===== src/rtl/dmem_arbiter.sv =====
// Two-port round-robin arbiter in front of a single-ported data memory.
// One transaction at a time: IDLE (arbitrate/latch) -> SERVE (memory access) -> DONE (ack).
module dmem_arbiter #(
  parameter logic [31:0] ADDR_LIMIT = 32'h0000_1000
) (
  input  logic        clock_i,
  input  logic        reset_i,
  input  logic        req0_i,
  input  logic        req1_i,
  input  logic        we0_i,
  input  logic        we1_i,
  input  logic [31:0] addr0_i,
  input  logic [31:0] addr1_i,
  input  logic [31:0] wdata0_i,
  input  logic [31:0] wdata1_i,
  output logic        ack0_o,
  output logic        ack1_o,
  output logic        err0_o,
  output logic        err1_o,
  output logic [31:0] rdata0_o,
  output logic [31:0] rdata1_o,
  output logic        mem_read_o,
  output logic        mem_write_o,
  output logic [31:0] mem_addr_o,
  output logic [31:0] mem_wdata_o,
  input  logic [31:0] mem_rdata_i
);

  typedef enum logic [1:0] {IDLE, SERVE, DONE} state_t;

  state_t      state_q, state_d;
  logic        last_grant_q, last_grant_d;
  logic        gnt_q, gnt_d;
  logic        we_q, we_d;
  logic        oor_q, oor_d;
  logic [31:0] addr_q, addr_d;
  logic [31:0] wdata_q, wdata_d;
  logic [31:0] rdata0_q, rdata0_d;
  logic [31:0] rdata1_q, rdata1_d;

  logic        winner;
  logic        sel_we;
  logic [31:0] sel_addr;
  logic [31:0] sel_wdata;
  logic        serve_ok;
  logic        done_ok;

  // On a tie the port that was not granted last wins.
  always_comb begin
    winner = 1'b0;
    if (req0_i && req1_i) begin
      winner = ~last_grant_q;
    end else if (req1_i) begin
      winner = 1'b1;
    end
    sel_we    = winner ? we1_i    : we0_i;
    sel_addr  = winner ? addr1_i  : addr0_i;
    sel_wdata = winner ? wdata1_i : wdata0_i;
  end

  always_comb begin
    state_d      = state_q;
    last_grant_d = last_grant_q;
    gnt_d        = gnt_q;
    we_d         = we_q;
    oor_d        = oor_q;
    addr_d       = addr_q;
    wdata_d      = wdata_q;
    rdata0_d     = rdata0_q;
    rdata1_d     = rdata1_q;
    case (state_q)
      IDLE: begin
        if (req0_i || req1_i) begin
          gnt_d        = winner;
          last_grant_d = winner;
          we_d         = sel_we;
          addr_d       = sel_addr;
          wdata_d      = sel_wdata;
          oor_d        = (sel_addr >= ADDR_LIMIT);
          state_d      = SERVE;
        end
      end
      SERVE: begin
        state_d = DONE;
        if (!we_q && !oor_q) begin
          if (gnt_q) rdata1_d = mem_rdata_i;
          else       rdata0_d = mem_rdata_i;
        end
      end
      DONE:    state_d = IDLE;
      default: state_d = IDLE;
    endcase
  end

  always_ff @(posedge clock_i) begin
    if (reset_i) begin
      state_q      <= IDLE;
      last_grant_q <= 1'b1;
      gnt_q        <= 1'b0;
      we_q         <= 1'b0;
      oor_q        <= 1'b0;
      addr_q       <= 32'h0;
      wdata_q      <= 32'h0;
      rdata0_q     <= 32'h0;
      rdata1_q     <= 32'h0;
    end else begin
      state_q      <= state_d;
      last_grant_q <= last_grant_d;
      gnt_q        <= gnt_d;
      we_q         <= we_d;
      oor_q        <= oor_d;
      addr_q       <= addr_d;
      wdata_q      <= wdata_d;
      rdata0_q     <= rdata0_d;
      rdata1_q     <= rdata1_d;
    end
  end

  // Reset gates the strobes so an aborted write never reaches memory and no ack escapes.
  assign serve_ok    = (state_q == SERVE) && !oor_q && !reset_i;
  assign done_ok     = (state_q == DONE) && !reset_i;
  assign mem_read_o  = serve_ok && !we_q;
  assign mem_write_o = serve_ok && we_q;
  assign mem_addr_o  = serve_ok ? addr_q : 32'h0;
  assign mem_wdata_o = (serve_ok && we_q) ? wdata_q : 32'h0;

  assign ack0_o   = done_ok && !gnt_q;
  assign ack1_o   = done_ok && gnt_q;
  assign err0_o   = ack0_o && oor_q;
  assign err1_o   = ack1_o && oor_q;
  assign rdata0_o = rdata0_q;
  assign rdata1_o = rdata1_q;

endmodule

===== config.mk =====
export PLATFORM = sky130hd
export DESIGN_NAME = dmem_arbiter
export DESIGN_NICKNAME = d
export VERILOG_FILES = /design/src/rtl/dmem_arbiter.sv
export SDC_FILE = /design/constraint.sdc
export NUM_CORES = 1
export LEC_CHECK = 0
export BUFFER_PORTS_ARGS = -buffer_cell sky130_fd_sc_hd__buf_2
export CELL_PAD_IN_SITES_DETAIL_PLACEMENT = 2
export CELL_PAD_IN_SITES_GLOBAL_PLACEMENT = 2
export CORE_MARGIN = 3
export CORE_UTILIZATION = 23
export CTS_BUF_LIST = sky130_fd_sc_hd__clkbuf_2 sky130_fd_sc_hd__clkbuf_4 sky130_fd_sc_hd__clkbuf_8
export CTS_CLUSTER_SIZE = 12
export DETAILED_ROUTE_END_ITERATION = 12
export PLACE_DENSITY = 0.87
export RECOVER_POWER = 25
export REMOVE_ABC_BUFFERS = 1
export SYNTH_ARGS = -nofsm -noshare
export SYNTH_HDL_FRONTEND = slang
export SYNTH_SLANG_ARGS = --single-unit
export TNS_END_PERCENT = 20

===== constraint.sdc =====
create_clock -name clock_i -period 1.6 [get_ports clock_i]
set_input_delay 0.08 -clock clock_i [delete_from_list [all_inputs] [get_ports clock_i]]
set_output_delay 0.08 -clock clock_i [all_outputs]
set_load 0.05 [all_outputs]

==> flow_summary.yaml <==
floorplanning:
  die_height_um: 165.4
  count_of_pins_on_the_block_boundary: 300
  initial_utilization_pct: 23.69
  std_cell_rows: 57
  dieWidth_um: 165.4
  die_area_um2: 27370
  floorplan.core_area_um2: 24680
power:
  share_clk_of_total_power_pct: 33.7
  ir_worst_vdd_mv: 0.3580
  sequentialPowerShare_pct: 41.7
  switchingPower_mw: 3.070
  internal_power_mw: 6.002
  totalPowerFinal_mw: 9.072
  p_sw_share_pct: 33.84
  portion_of_total_power_attributed_to_combinational_logic_pct: 24.6
  p_per_area_nw_per_um2: 869.2
  leakage_nw: 4.494
sta:
  final.period_utilization_pct: 118.7
  finalSetupViolCount: 99
  timing.setup.tns_ps: -16210
  grt_setup_unrepaired: "yes"
  max_slew.worst_pin.slew_ps: 682.0
  timing.clock.skew_ps: 17.07
  rel_slew_slack_pct: 54.54
  worst_hold_slack_ps: 37.37
  timing.final.hold_violations: 0
  max_freq_ghz: 0.5267
  final.min_clock_period_ps: 1899
  final.setup.worst_slack_ps: -298.6
  timing.final.max_slew_violations: 0
flow_run:
  max_cap_viol_count: 0
drt:
  dr.pass1.iters: 4
  drt_wl_total_um: 32900
  routed_via_density: 4.797
  dr_total_vias: 6965
  drt_first_iter_violations: 364
  drc: 0
  avgRoutedWirePerCell_um: 22.66
  ant_nets: 0
yosys:
  arithmetic_cell_share_of_the_synthesized_area_counting_full_adders_half_adders_and_majority_gates_pct: 0
  ys_top_cells_by_area: "sky130_fd_sc_hd__dfxtp_1 (46%), sky130_fd_sc_hd__mux2i_1 (11%), sky130_fd_sc_hd__a211oi_1 (8.5%), sky130_fd_sc_hd__nand2_1 (8.4%), sky130_fd_sc_hd__a21oi_1 (5.6%)"
  postSynthAreaPerCell_um2: 8.449
  postSynth.asyncResetShare_pct: 0
  ys_seq_area_share_pct: 45.88
  synth_simple_gate_area_share_pct: 23.52
  synth_top_family_by_area: "simple AND/OR/NAND/NOR gates"
  synthDistinctLibCells: 29
  yosys.area.top_type: "sky130_fd_sc_hd__dfxtp_1"
  count_of_yosys_warnings_during_synthesis: 0
  syn-cell-area_um2: 5847
  multiplexer_share_of_the_synthesized_area_pct: 11.13
  synth-edff-count: 0
  synthCells: 692
  synth_xor_xnor_area_share_pct: 0
  synth_compound_area_share_pct: 14.42
  ys_seq_elements: 134
  ys_dominant_reg_cell: "sky130_fd_sc_hd__dfxtp_1"
  post-synth-top-area-fraction_pct: 45.88
setup_path:
  cp.required_ps: 1520
  crit_path_end_kind: "output pin"
  crit_fanout: 12
  critPathKind: "reg2out"
  timing.critical_path.cells: "nand2b_4 > nor3_4 > buf_6 > clkbuf_16 > and3_1 > buf_6"
  worst_setup_path_start_kind: "flop"
  cp_common_cell: "sky130_fd_sc_hd__buf_6"
  critical_path_arrival_ps: 1820
  critPathSlowestCell: "sky130_fd_sc_hd__dfxtp_2"
  timing.critical_path.slowest_cell_delay_ps: 330
placement:
  placed_cells: 1287
  finalWeightedCongestion: 0.7726
  detailed_place_hpwl_um: 18570
  dp_worst_setup_slack_ps: -78.15
  dp_area_um2: 7951
  portBuffers: 299
final_layout:
  layout.cells.non_filler: 1452
  area_delta_synth_final_pct: 78.51
  final_net_count: 1277
  fin_util_pct: 42.30
  most_common_cell_after_layout_fill_and_taps_aside: "sky130_fd_sc_hd__buf_2"
  final_cell_mix: "sky130_fd_sc_hd__buf_2 (200), sky130_fd_sc_hd__dfxtp_1 (131), sky130_fd_sc_hd__nand2_1 (124)"
  layout_cells_sized_above_1_pct: 36.21
  final_cell_area_um2: 10440
global_routing:
  number_of_antenna_violations_at_the_first_check_in_global_routing: 4
  first_pass_grt_wire_length_um: 46230
  grt_start_max_net_pins: 130
  grt_pass1_vias: 7977
  grtUsageTotal_pct: 22.05
  grt_overflow: 0
cts:
  clkSlewWorstSetupHoldPaths_ps: 90
  clk_latency_ps: 430
  ctsHtreeMaxLevel: 4
  clockBufferDepth: 2
  cts_root_buffer: "sky130_fd_sc_hd__clkbuf_8"
  cts_tree: "built"
  clock-sinks: 134
  numCtsBuffers: 17
outcome:
  run_status: "finished with violations"
  failing_checks: "setup timing"
min_path:
  min-delay-path-class: "in2reg"
==> area by class of cell <==
type / count / area [um2]
Clock buffer: 18 / 241.5
Multi-Input combinational cell: 495 / 3122
Sequential cell: 134 / 2686
Tap cell: 324 / 405.4
Timing Repair Buffer: 463 / 3810
Fill cell: 2674 / 14240
Clock inverter: 14 / 162.7
Antenna cell: 4 / 10.01
==> logic make-up after synthesis <==
kind of cell / Yosys count
and+or+nand+nor: 296
buffers and inverters: 63
muxes: 65
AOI/OAI and AO/OA: 134
DFF: 134
==> cells in the mapped netlist (3+ instances only) <==
cell type / n
sky130_fd_sc_hd__a21oi_1: 65
sky130_fd_sc_hd__buf_2: 20
sky130_fd_sc_hd__and2_1: 34
sky130_fd_sc_hd__buf_6: 4
sky130_fd_sc_hd__nor2_1: 70
sky130_fd_sc_hd__nor3_1: 3
sky130_fd_sc_hd__mux2i_1: 65
sky130_fd_sc_hd__nor4_1: 11
sky130_fd_sc_hd__a211oi_1: 66
sky130_fd_sc_hd__clkbuf_1: 32
sky130_fd_sc_hd__nand2_1: 131
sky130_fd_sc_hd__and3_1: 33
sky130_fd_sc_hd__buf_1: 6
sky130_fd_sc_hd__dfxtp_1: 134
sky130_fd_sc_hd__nor2b_1: 3
==> state kept, by name, indices dropped and copies added (netlist names) <==
signal        count
addr_q           32
gnt_q             1
last_grant_q      1
oor_q             1
rdata0_o         32
rdata1_o         32
state_q           2
wdata_q          32
we_q              1
==> critical path: cells and delay by family, from the launching register on <==
kind                   cells  cell delay (ps)
DFF                        1              330
and+or+nand+nor            3              520
buffers and inverters      3              530
==> power by group through the flow <==
stage | Sequential (mW) | Clock [mW] | Combinational, mW
final | 3.78 | 3.06 | 2.23
after global routing | 3.81 | 3.31 | 2.39
after CTS | 3.74 | 3.17 | 2.03
after detailed placement | 3.81 | 0 | 1.72
after global placement | 3.79 | 0 | 1.65
after floorplan | 3.95 | 0 | 0.849
==> per-layer routing <==
layer  wire (um)  track usage [%]
met1       12860            23.07
met4         695            8.507
met2       16750            39.90
met3        2598            8.356
met5           0                0
==> path summary, 6_finish.rpt <==
| path | to | cells after the start | startpoint | slack (ps) |
|---|---|---|---|---|
| setup / recovery | mem_wdata_o[5] | 6 | state_q[1]$_SDFFE_PP0P_ | -300 |
| setup reg to reg | rdata1_o[26]$_SDFFE_PP0P_ | 6 | state_q[1]$_SDFFE_PP0P_ | -90 |
| hold / removal | addr_q[12]$_SDFFE_PP0P_ | 3 | addr1_i[12] | 40 |
| hold reg to reg | rdata0_o[1]$_SDFFE_PP0P_ | 2 | rdata0_o[1]$_SDFFE_PP0P_ | 460 |
==> timing repair <==
item | CTS | global route
hold buffers | 122 | 0
hold endpoints to repair | 115 | 0
resized for setup | 155 | 72
buffers inserted | 2 | 1
setup endpoints to repair | 100 | 135
gates cloned | 1 | 3
pin swaps | 3 | 25
Note: power is estimated with default switching activity, not from simulation.
